==> config.mk <==
export PLATFORM = sky130hd
export DESIGN_NAME = relu_maxpool_col
export DESIGN_NICKNAME = d
export VERILOG_FILES = /design/src/rtl/relu_maxpool_col.sv
export SDC_FILE = /design/constraint.sdc
export NUM_CORES = 1
export LEC_CHECK = 0
export BUFFER_PORTS_ARGS = -buffer_cell sky130_fd_sc_hd__clkbuf_2
export CAP_MARGIN = 20
export CORE_MARGIN = 2
export CORE_UTILIZATION = 40
export CTS_BUF_LIST = sky130_fd_sc_hd__clkbuf_8
export DETAILED_ROUTE_END_ITERATION = 16
export MAX_ROUTING_LAYER = met4
export PLACE_DENSITY = 0.66
export SYNTH_ARGS = -nofsm -noshare
export SYNTH_HDL_FRONTEND = slang
export SYNTH_SLANG_ARGS = --single-unit
==> constraint.sdc <==
create_clock -name clk -period 5.3 [get_ports clk]
set_input_delay 0.53 -clock clk [delete_from_list [all_inputs] [get_ports clk]]
set_output_delay 0.53 -clock clk [all_outputs]
set_load 0.01 [all_outputs]
==> src/rtl/relu_maxpool_col.sv <==
// ReLU followed by 2x2 stride-2 max-pooling over a stream of convolution columns.
// Row pairs pool within a column; column pairs pool across consecutive accepted columns.
module relu_maxpool_col #(
    parameter int DATA_WIDTH = 32,
    parameter int NUM_ROWS   = 7,
    parameter int NUM_COLS   = 7
) (
    input  logic                                  clk,
    input  logic                                  rst,
    input  logic                                  in_valid,
    output logic                                  in_ready,
    input  logic [NUM_ROWS*DATA_WIDTH-1:0]        col_in,
    output logic                                  out_valid,
    input  logic                                  out_ready,
    output logic [(NUM_ROWS/2)*DATA_WIDTH-1:0]    out_data,
    output logic                                  out_last
);

    localparam int OUT_ROWS = NUM_ROWS / 2;
    localparam int OUT_COLS = NUM_COLS / 2;
    localparam int CW       = (NUM_COLS > 1) ? $clog2(NUM_COLS) : 1;
    localparam int OCW      = (OUT_COLS > 1) ? $clog2(OUT_COLS) : 1;
    localparam logic [CW-1:0]  LAST_COL = CW'(NUM_COLS - 1);
    localparam logic [OCW-1:0] LAST_OUT = OCW'(OUT_COLS - 1);

    typedef enum logic {EMPTY, HELD} state_t;

    state_t                  state_q, state_d;
    logic [CW-1:0]           col_cnt_q, col_cnt_d;
    logic [OCW-1:0]          out_cnt_q, out_cnt_d;
    logic [DATA_WIDTH-1:0]   hold_q [OUT_ROWS];
    logic [DATA_WIDTH-1:0]   hold_d [OUT_ROWS];
    logic [DATA_WIDTH-1:0]   r      [OUT_ROWS];
    logic                    out_valid_d;
    logic                    out_last_d;
    logic [OUT_ROWS*DATA_WIDTH-1:0] out_data_d;
    logic                    in_xfer;

    function automatic logic [DATA_WIDTH-1:0] relu(input logic [DATA_WIDTH-1:0] x);
        return x[DATA_WIDTH-1] ? '0 : x;
    endfunction

    // Operands are already ReLU'd, so an unsigned compare is exact.
    function automatic logic [DATA_WIDTH-1:0] umax(input logic [DATA_WIDTH-1:0] a,
                                                   input logic [DATA_WIDTH-1:0] b);
        return (a > b) ? a : b;
    endfunction

    // A stalled output blocks all input; otherwise one column per cycle flows through.
    assign in_ready = !(out_valid && !out_ready);
    assign in_xfer  = in_valid && in_ready;

    always_comb begin
        for (int i = 0; i < OUT_ROWS; i++) begin
            r[i] = umax(relu(col_in[(2*i)*DATA_WIDTH +: DATA_WIDTH]),
                        relu(col_in[(2*i+1)*DATA_WIDTH +: DATA_WIDTH]));
        end
    end

    // NOTE: every signal gets a default before any branch so no latch is inferred.
    always_comb begin
        state_d     = state_q;
        col_cnt_d   = col_cnt_q;
        out_cnt_d   = out_cnt_q;
        hold_d      = hold_q;
        out_valid_d = out_valid && !out_ready;
        out_data_d  = out_data;
        out_last_d  = out_last;
        if (in_xfer) begin
            col_cnt_d = (col_cnt_q == LAST_COL) ? '0 : col_cnt_q + 1'b1;
            case (state_q)
                EMPTY: begin
                    hold_d  = r;
                    // A trailing unpaired column of an odd-width map is dropped here.
                    state_d = (col_cnt_q == LAST_COL) ? EMPTY : HELD;
                end
                HELD: begin
                    for (int i = 0; i < OUT_ROWS; i++) begin
                        out_data_d[i*DATA_WIDTH +: DATA_WIDTH] = umax(hold_q[i], r[i]);
                    end
                    out_valid_d = 1'b1;
                    out_last_d  = (out_cnt_q == LAST_OUT);
                    out_cnt_d   = (out_cnt_q == LAST_OUT) ? '0 : out_cnt_q + 1'b1;
                    state_d     = EMPTY;
                end
                default: state_d = EMPTY;
            endcase
        end
    end

    // NOTE: sequential state uses non-blocking assignments so all flops update together.
    always_ff @(posedge clk or negedge rst) begin
        if (!rst) begin
            state_q   <= EMPTY;
            col_cnt_q <= '0;
            out_cnt_q <= '0;
            out_valid <= 1'b0;
            out_data  <= '0;
            out_last  <= 1'b0;
            // NOTE: the hold array is a few flops, not a RAM, so it is cleared on reset.
            for (int i = 0; i < OUT_ROWS; i++) begin
                hold_q[i] <= '0;
            end
        end else begin
            state_q   <= state_d;
            col_cnt_q <= col_cnt_d;
            out_cnt_q <= out_cnt_d;
            out_valid <= out_valid_d;
            out_data  <= out_data_d;
            out_last  <= out_last_d;
            for (int i = 0; i < OUT_ROWS; i++) begin
                hold_q[i] <= hold_d[i];
            end
        end
    end

endmodule

==> qor.csv, run 1 <==
metric;value;unit
synth-to-layout area growth;26.35;%
final net count;2442;
Core ar.;35310;sq um
PwrDens;442.1;nW/um^2
synth unique cells;58;
vias in the first global route;13160;
total negative slack;0;ns
VDD IR-drop max;0.2433;mV
WS Path Type;input port to flip-flop;
share of cells above drive strength 1;26.73;%
CTS Buffer Depth;2;
DR WL/cell;16.17;microns
Critical Path Sink Type;flip-flop;
Yosys reg bits;194;
Inst Count DP;2475;
run status;completed;
final worst slack;0.1848;ns
# rows;69;
detailed-route via count;13240;
final setup violating endpoints;0;
top-count cell post-synth;nand2_1;
GPL Wtd Cong;0.9142;
Setup Skew;0.02391;ns
I/O pin count;327;
minimum clock period;5.115;ns
Final Non-Filler Cells;2512;
grt total ovfl;0;
Switching Share;44.00;%
reg2reg start;hold_q[78];
H-tree levels;4;
drt via density;5.272;
cts bufs inserted;17;
CTS root buf;clkbuf_8;
number of synthesized flops with an enable pin;0;
DRT Wirelength;40.62;mm
Worst R2R Path Depth;11;
port bufs;291;
yosys warns;0;
die width;192.5;microns
clock power share;12.6;%
top post-synthesis cells by area;dfrtp_1 (34%), ha_1 (16%), nor2b_1 (7.1%), nand2_1 (6.2%), mux2i_1 (4.9%);
worst endpoint required time;5.67;ns
Clock Sinks;194;
Final Util;50.85;%
most used flip-flop cell after synthesis;dfrtp_1;
top post-synthesis cells by count;nand2_1 (235), dfrtp_1 (194), ha_1 (177);
Gate power share;53.4;%
fmax;0.1955;GHz
fillers;3350;
Synth Instances;1640;
Initial DRC Count;617;
largest area contributor in the netlist;dfrtp_1;
Max Cap Viol;0;
initial core utilization;40.24;%
Slew Limit Fails;0;
Tot Pwr;7.938;mW
Crit Path Max Fanout;23;
async set-reset flop share out of synthesis;100.0;%
switching power;3.493;mW
Post-DRT Antenna Nets;0;
share of total power in sequential cells;34.1;%
DRC;0;
leakage;8.739;nW
final clock period utilization by the worst path;96.51;%
hold crit path type;input port to asynchronous set/reset pin;
CP Launch Point;col_in[63];
final hold slack;0.1072;ns
Worst-path clk slew;0.12;ns
Area after DPL;17390;sq um
Final HPWL DP;30.87;mm
Die Height;192.5;microns
pin count of the biggest net entering global routing;101;
Worst-Margin Slew;1.008;ns
internal power;4.445;mW
Worst Path Arrival;5.49;ns
share of the yosys chip area belonging to registers;34.16;%
Startpoint Class;input port;
final hold viol count;0;
Mean Syn Cell Area;8.665;sq um
1st-pass router iterations;5;
die area;37050;sq um
Relative slew margins;32.82;%
post-synthesis instance area;14210;sq um
share of the synthesized area in the top cell type;34.16;%
Skew-Pair Late Insertion Delay;0.49;ns
first-pass GRT wire length;65.21;mm
CTS tree;built;
antenna violations before repair;0;
GRT Util Overall;22.59;%
Final Cell Area;17950;sq um
DP Worst Slack;-0.6180;ns
## worst paths after layout
kind | to | slack, ns
max | out_data[9] | 0.18
min | hold_q[72] | 0.11
max reg2reg | out_data[9] | 2.55
min reg2reg | out_last | 0.47
max in group asynchronous | hold_q[45] | 4.14
min in group clk | state_q | 0.44
## per-layer routing
| metal | global-route usage, % | up-vias | routed length, microns |
|---|---|---|---|
| met1 | 27.47 | 6331 | 18160 |
| met3 | 4.346 | 47 | 1890 |
| met5 | - | - | 0 |
| met4 | 6.166 | 0 | 748 |
| met2 | 38.32 | 277 | 19820 |
| li1 | - | 6588 | - |
## layout by cell type, fill, tap and decap left out, types with 22 or more instances in the layout
cell and n:
clkbuf_2 289, nand2_1 233, dfrtp_1 194, ha_1 177
buf_4 158, nor2b_1 156, o21ai_0 130, inv_1 81
nand3_1 79, a21oi_1 72, mux2i_1 67, o211ai_1 66
nor2_1 37, nand2b_1 32, a2bb2oi_1 30, nand4_1 23
o21ai_1 22
## cells by family (layout without fill, tap and decap cells)
kind of cell	Yosys count	count (layout)	synth area share, %
compound gates	402	402	17.96
xor+xnor	8	8	0.4931
fa+ha+maj	180	180	15.80
buf+inv	172	580	4.808
flops	194	194	34.16
mux	71	71	5.036
other cells	1	4	0.02639
simple gates	612	612	21.71
## state kept, by name, indices dropped and copies added (netlist names)
name	flops
out_valid	1
state_q	1
hold_q	93
out_last	1
out_data	93
out_cnt_q	2
col_cnt_q	3
## timing repair
| action | CTS | global route |
|---|---|---|
| resized for setup | 1 | 25 |
| pin swaps | 0 | 5 |
| buffers inserted | 0 | 2 |
| gates cloned | 0 | 2 |
| endpoints found under the setup margin | 22 | 91 |
| hold buffers | 0 | 0 |
| endpoints found under the hold margin | 0 | 0 |
## critical path: stages
cell       delay (ns)
clkbuf_4         0.21
nand2b_1         0.21
ha_1             0.30
nand4_1          0.16
or4_1            0.60
or3_4            0.45
o21bai_1         0.20
o22ai_4          0.20
buf_12           0.18
buf_12           0.17
nor2_1           0.07
a21oi_2          0.15
ha_1             0.16
and4_1           0.23
nand4_1          0.16
nor4_4           0.39
nand2_1          0.12
nor3_2           0.17
a21o_1           0.18
buf_4            0.15
buf_12           0.14
a2bb2oi_1        0.21
o21ai_0          0.11
## area by class of cell
cell class              instances  area, sq um  area share, %
clock inverters                14        141.4         0.7875
diodes                          1        2.502        0.01394
inverters                      80        300.3          1.672
flip-flops and latches        194         4855          27.04
clock buffers                  18        247.7          1.380
repair buffers                468         3009          16.76
multi-input cells            1276         8822          49.14
well taps                     461        576.8          3.213
## power by group through the flow
stage / Clock [mW] / Combinational, mW / Sequential, mW
6_report: 0.997 / 4.24 / 2.71
5_1_grt: 1.09 / 4.74 / 2.81
4_1_cts: 1.03 / 4.16 / 2.71
3_5_place_dp: 0 / 4.14 / 2.74
3_3_place_gp: 0 / 4.04 / 2.71
2_1_floorplan: 0 / 2.39 / 2.76
Power figures use the tool's default switching activity.
==> inputs of run 2 (changes only) <==
ABC_AREA = 1   (was default)
CORE_UTILIZATION = 25   (was 40)
PLACE_DENSITY = 0.46   (was 0.66)
==> run 2 against run 1 <==
Effect of this change:
- hold slack better by 0.16 ns
- utilization down 21 points
- critical path type unchanged
- first-iteration DRC count up 18%
- routed wire length up 33%
- non-clock buffer count down 130
- clock power up 14%
- setup slack better by 0.65 ns
- area after synthesis up 19%
- final area up 10%
==> qor.csv, run 2 <==
metric;value;unit;change
pin count of the biggest net entering global routing;114;;+13%
most frequent cells in the layout;nand2_1 (916), inv_1 (604), nand3_1 (311);;
VDD IR-drop max;0.1880;mV;-23%
antenna violations before repair;1;;+1
Hold Buf Count CTS;1;;+1
RSZ-0062 raised after global routing;no;;
number of synthesized flops with an enable pin;0;;unchanged
WS Path Type;input port to flip-flop;;
1st-pass router iterations;5;;unchanged
final worst slack;0.8351;ns;+0.6503 ns
Synth Instances;2728;;+66%
fillers;7595;;+130%
post_cts resized;0;;-1
multi-input logic area;9213;sq um;+4.4%
port bufs;291;;unchanged
share of the synthesized area in the top cell type;28.81;%;-5.4 points
largest area contributor in the netlist;dfrtp_1;;
share of total power in sequential cells;28.5;%;-5.6 points
Reg area;4855;sq um;unchanged
Critical Path Sink Type;flip-flop;;
top post-synthesis cells by area;dfrtp_1 (29%), nand2_1 (20%), inv_1 (13%), ha_1 (13%), nand3_1 (9.2%);;
Die Height;263.6;microns;+37%
most used flip-flop cell after synthesis;dfrtp_1;;
Worst-Margin Slew;0.9086;ns;-0.09914 ns
Initial DRC Count;728;;+18%
Tot Pwr;8.769;mW;+10%
Setup Skew;0.01946;ns;-0.004450 ns
run status;completed;;
leakage;12.28;nW;+40%
fmax;0.2240;GHz;+15%
final hold viol count;0;;unchanged
initial core utilization;25.18;%;-15 points
PwrDens;442.4;nW/um^2;about the same
die width;263.6;microns;+37%
Clock Sinks;194;;unchanged
total negative slack;0;ns;unchanged
Slew Limit Fails;0;;unchanged
DR WL/cell;13.95;microns;-14%
Yosys reg bits;194;;unchanged
yosys warns;0;;unchanged
DRC;0;;unchanged
vias in the first global route;16170;;+23%
DRT Wirelength;53.83;mm;+33%
CTS root buf;clkbuf_8;;
CTS Buffer Depth;2;;unchanged
Final HPWL DP;41.23;mm;+34%
H-tree levels;4;;unchanged
final net count;3377;;+38%
share of the yosys chip area belonging to registers;28.81;%;-5.4 points
Mean Syn Cell Area;6.177;sq um;-29%
Worst Path Arrival;4.94;ns;-0.55 ns
Post-DRT Antenna Nets;0;;unchanged
CTS tree;built;;
Max Cap Viol;0;;unchanged
post-CTS setup buffer count;0;;unchanged
routed wl met2;25.25;mm;+27%
Core ar.;66920;sq um;+90%
post-synthesis instance area;16850;sq um;+19%
Startpoint Class;input port;;
worst endpoint required time;5.77;ns;+0.10 ns
Skew-Pair Late Insertion Delay;0.58;ns;+0.09 ns
Gate power share;58.5;%;+5.1 points
Final Util;29.62;%;-21 points
# rows;95;;+38%
Worst-path clk slew;0.11;ns;about the same
final setup violating endpoints;0;;unchanged
cts bufs inserted;17;;unchanged
GPL Wtd Cong;0.8472;;-7.3%
clock power share;13.0;%;+0.4 points
met1 wire length;26.07;mm;+44%
top-count cell post-synth;nand2_1;;
synth unique cells;32;;-45%
DR top layer;met4;;
share of cells above drive strength 1;12.77;%;-14 points
async set-reset flop share out of synthesis;100.0;%;unchanged
most common cell after layout, fill and taps aside;nand2_1;;
Crit Path Max Fanout;31;;+35%
final clock period utilization by the worst path;84.24;%;-12 points
WL met3;2.051;mm;+8.5%
drt via density;4.245;;-19%
grt total ovfl;0;;unchanged
top flop regs;hold_q: 93 flops, out_data: 93 flops, col_cnt_q: 3 flops;;
Relative slew margins;39.29;%;+6.5 points
die area;69500;sq um;+88%
DP Worst Slack;0.1849;ns;+0.8029 ns
top post-synthesis cells by count;nand2_1 (916), inv_1 (602), nand3_1 (311);;
GRT Util Overall;16.30;%;-6.3 points
minimum clock period;4.465;ns;-0.6503 ns
hold crit path type;input port to flip-flop;;
detailed-route via count;16380;;+24%
Switching Share;47.84;%;+3.8 points
synth-to-layout area growth;17.62;%;
first-pass GRT wire length;86.80;mm;+33%
internal power;4.574;mW;+2.9%
I/O pin count;327;;unchanged
switching power;4.196;mW;+20%
-- run 2: cell types whose count changed in the layout (fill, tap and decap cells not counted), sizes merged, moves of 70 or more --
cell | previous run | this run
nand2 | 235 | 919
inv | 89 | 611
nand3 | 79 | 311
nor2b | 162 | 0
buf | 175 | 47
nor2 | 39 | 139
mux2i | 70 | 0
-- run 2: worst max-delay path: stages --
cell and delay [ns]:
clkbuf_2 0.30, nor2_1 0.28, inv_1 0.07, ha_1 0.31, nand4_1 0.19, nor2_1 0.28, nand3_1 0.12, nor3_1 0.33
nand3b_1 0.15, nand2_1 0.12, buf_4 0.20, nand2_1 0.09, nand2_1 0.10, inv_1 0.05, ha_1 0.28, nand2_1 0.06
nor2_1 0.09, nand2_1 0.10, nor4_1 0.39, nand3_1 0.21, nand2_1 0.17, buf_12 0.20, nand3_1 0.12, nand2_1 0.09
nand2_1 0.05
-- run 2: logic make-up after synthesis --
| family | share of synthesized area (%) |
|---|---|
| other | 0.02225 |
| AOI/OAI and AO/OA | 6.549 |
| and+or+nand+nor | 34.84 |
| adders and majority gates | 13.14 |
| DFF | 28.81 |
| buffers and inverters | 16.64 |
-- run 2: per-layer routing --
metal,up-vias,global-route usage [%]
met5,-,-
met4,0,3.274
met3,28,3.152
met2,241,26.38
met1,7326,21.15
li1,8782,-
-- run 2: power by group through the flow --
stage          clock network (mW)  logic, mW  registers (mW)
2_1_floorplan                   0       3.36            2.60
3_3_place_gp                    0       5.20            2.54
3_5_place_dp                    0       5.22            2.54
4_1_cts                      1.21       5.23            2.52
5_1_grt                      1.26       5.96            2.59
6_report                     1.14       5.13            2.50
-- run 2: worst paths after layout --
check,start,cells past startpoint,slack (ns),end
max in group asynchronous,rst,3,3.60,out_data[71]
min in group asynchronous,rst,2,0.49,out_data[25]
hold reg to reg,out_data[34],2,0.49,out_data[34]
setup / recovery,col_in[191],25,0.84,out_data[94]
hold / removal,in_valid,3,0.27,col_cnt_q[0]
setup reg to reg,out_valid,9,2.72,out_data[1]
-- run 2: stage by stage --
stage               instance area [sq um]  hold WS, ns  instances
detailed placement                  19400       0.4656       3825
CTS                                 19820       0.1808       3857
finish                              19820       0.2689       3858
global placement                    19400       0.4645       3825
floorplan                           16860       0.2344       2730
global route                        19820       0.2200       3858
-- run 2: layout make-up --
type | instances | share of cell area (%)
clock inverter | 11 | 0.6881
antenna | 1 | 0.01263
sequential | 194 | 24.49
tap | 873 | 5.511
inverter | 609 | 11.54
timing repair buffer | 338 | 9.886
clock buffer | 20 | 1.389
multi-input combinational | 1812 | 46.48
==> inputs of run 3 (changes only) <==
PLACE_DENSITY = 0.48   (was 0.46)
clock period = 3.9 ns   (was 5.3 ns; I/O delays follow)
==> run 3 against run 2 <==
Effect of this change:
- count of clock-buffer cells in the layout down 2
- utilization up 5.4 points
- critical path depth up 7
- routed wire length up 7.3%
- hold slack worse by 0.16 ns
- setup slack worse by 0.67 ns
- largest cell class unchanged
- sequential cell count unchanged
- combinational power up 62%
- critical endpoint is now out_data[0]
- clock skew up 0.014 ns
- largest power group unchanged
- non-clock buffer count up 341
- global-route usage up 0.51 points
- via count up 9.8%
==> qor.csv, run 3 (synthesis results as in run 2) <==
metric;value;unit;change
Initial DRC Count;884;;+21%
CP peak stage delay;0.28;ns;-0.11 ns
Switching Share;46.74;%;-1.1 points
synth-to-layout area growth;39.23;%;
grt met1 use;21.38;%;+0.23 points
antenna violations before repair;1;;unchanged
Gate power share;62.8;%;+4.3 points
Post-DRT Antenna Nets;0;;unchanged
Setup Skew;0.03373;ns;+0.01427 ns
CTS tree;built;;
Worst Path Arrival;4.21;ns;-0.73 ns
die width;263.6;microns;unchanged
Startpoint Class;input port;;
GRT Util Overall;16.82;%;+0.51 points
first-pass GRT wire length;90.57;mm;+4.3%
RR Endpoint;out_data[41];;
Critical Path Sink Type;flip-flop;;
Max Cap Viol;0;;unchanged
Final Util;35.06;%;+5.4 points
DRT Wirelength;57.78;mm;+7.3%
final net count;3718;;+10%
Core ar.;66920;sq um;unchanged
Final Non-Filler Cells;4200;;+8.9%
most frequent cells in the layout;nand2_1 (873), inv_1 (600), buf_4 (336);;
most common cell after layout, fill and taps aside;nand2_1;;
final clock period utilization by the worst path;95.70;%;
internal power;7.061;mW;+54%
H-tree levels;4;;unchanged
final hold viol count;0;;unchanged
met2 usage;27.58;%;+1.2 points
VDD IR-drop max;0.3082;mV;+64%
top flop regs;hold_q: 93 flops, out_data: 93 flops, col_cnt_q: 3 flops;;
busiest metal layer after global routing;met2;;
minimum clock period;3.732;ns;
final setup violating endpoints;0;;unchanged
Crit Path Max Fanout;8;;-74%
initial core utilization;25.18;%;unchanged
fmax;0.2679;GHz;
Final HPWL DP;43.29;mm;+5.0%
reg2reg start;out_valid;;
WS Path Type;input port to flip-flop;;
Buf/Inv on CP;9;;+4
grt met3 use;3.021;%;-0.13 points
internal reg-to-reg setup slack;1.34;ns;-1.38 ns
kind of cell adding the most delay to the critical path;simple AND/OR/NAND/NOR gates;;
Worst R2R Path Depth;9;;unchanged
CTS Buffer Depth;2;;unchanged
share of cells above drive strength 1;25.44;%;+13 points
hold crit path type;input port to flip-flop;;
CTS root buf;clkbuf_8;;
hold path cells;3;;unchanged
vias in the first global route;17540;;+8.5%
Die Height;263.6;microns;unchanged
cts bufs inserted;17;;unchanged
GPL Wtd Cong;0.8597;;+1.5%
PwrDens;565.0;nW/um^2;+28%
I/O pin count;327;;unchanged
leakage;14.17;nW;+15%
Slew Limit Fails;0;;unchanged
Skew-Pair Late Insertion Delay;0.59;ns;about the same
CP Capture Point;out_data[0];;
detailed-route via count;17980;;+9.8%
DR WL/cell;13.76;microns;-1.4%
die area;69500;sq um;unchanged
Relative slew margins;33.01;%;-6.3 points
share of total power in sequential cells;26.2;%;-2.3 points
grt total ovfl;0;;unchanged
Inst Count DP;4149;;+8.5%
drt via density;4.282;;+0.87%
worst endpoint required time;4.38;ns;-1.39 ns
pin count of the biggest net entering global routing;103;;-9.6%
# rows;95;;unchanged
switching power;6.195;mW;+48%
Worst path depth;32;;+28%
run status;completed;;
Clock Sinks;194;;unchanged
port bufs;291;;unchanged
DRC;0;;unchanged
Worst-Margin Slew;1.005;ns;+0.09635 ns
CP max-delay cell;ha_4;;
CP Launch Point;col_in[63];;
1st-pass router iterations;5;;unchanged
clock power share;11.0;%;-2.0 points
cell mode on critical path;nand2_1;;
Worst-path clk slew;0.11;ns;about the same
run 3: changes by cell type in the layout (fill, tap and decap cells not counted), sizes merged:
cell / change
buf: +331
bufinv: -1
clkbuf: +8
clkinvlp: +1
inv: +3
run 3: timing repair:
action / in CTS / in global routing
resized for setup: 3 / 196
endpoints found under the setup margin: 32 / 93
pin swaps: 0 / 24
gates cloned: 0 / 12
hold endpoints to repair: 97 / 0
hold buffers: 1 / 0
setup buffers: 0 / 5
run 3: worst min path at each step:
| stage | start | end | slack, ns |
|---|---|---|---|
| 2_1_floorplan | rst | col_cnt_q[0] | 0.09 |
| 3_3_place_gp | out_data[55] | out_data[55] | 0.46 |
| 3_5_place_dp | out_data[36] | out_data[36] | 0.46 |
| 4_1_cts | in_valid | col_cnt_q[0] | 0.03 |
| 5_1_grt | in_valid | col_cnt_q[0] | 0.07 |
| 6_report | in_valid | col_cnt_q[0] | 0.11 |
run 3: area by class of cell:
cell class,count,area (sq um)
diodes,1,2.502
clock inverters,14,138.9
flip-flops and latches,194,4855
inverters,609,2292
repair buffers,679,4966
clock buffers,18,247.7
multi-input cells,1812,9868
well taps,873,1092
fillers,7450,43460
run 3: through the flow:
stage	setup TNS [ns]	worst slack (ns)	instance area [sq um]	total power, mW	hold WS (ns)
6_report	0	0.1679	23460	13.26	0.1128
5_1_grt	-0.9849	-0.04900	23460	14.70	0.06525
4_1_cts	0	0.005086	22310	12.53	0.02834
3_5_place_dp	-58.89	-0.7551	21900	10.97	0.4649
3_3_place_gp	-57.60	-0.7673	21900	10.96	0.4646
2_1_floorplan	0	0.04374	16860	8.087	0.09441
run 3: power by group through the flow:
stage	Sequential [mW]	Clock [mW]	Combinational (mW)
finish	3.48	1.45	8.32
global placement	3.51	0	7.45
global route	3.59	1.61	9.50
floorplan	3.53	0	4.56
detailed placement	3.50	0	7.47
CTS	3.47	1.55	7.50
run 3: routing by layer:
layer	wire length (microns)	part of all wire [%]	vias up
met2	27270	47	271
met3	1928	3.3	49
met5	0	0	-
met1	27630	48	8170
li1	-	-	9494
met4	951	1.6	0
run 3: worst reg2reg max path, stage by stage, from the launching register on:
cell	delay (ns)
dfrtp_1	0.40
nand2_1	0.17
nand2_1	0.22
nor2_4	0.15
buf_4	0.46
buf_4	0.65
nand2_1	0.23
inv_1	0.09
nand2_1	0.06
nand2_1	0.05
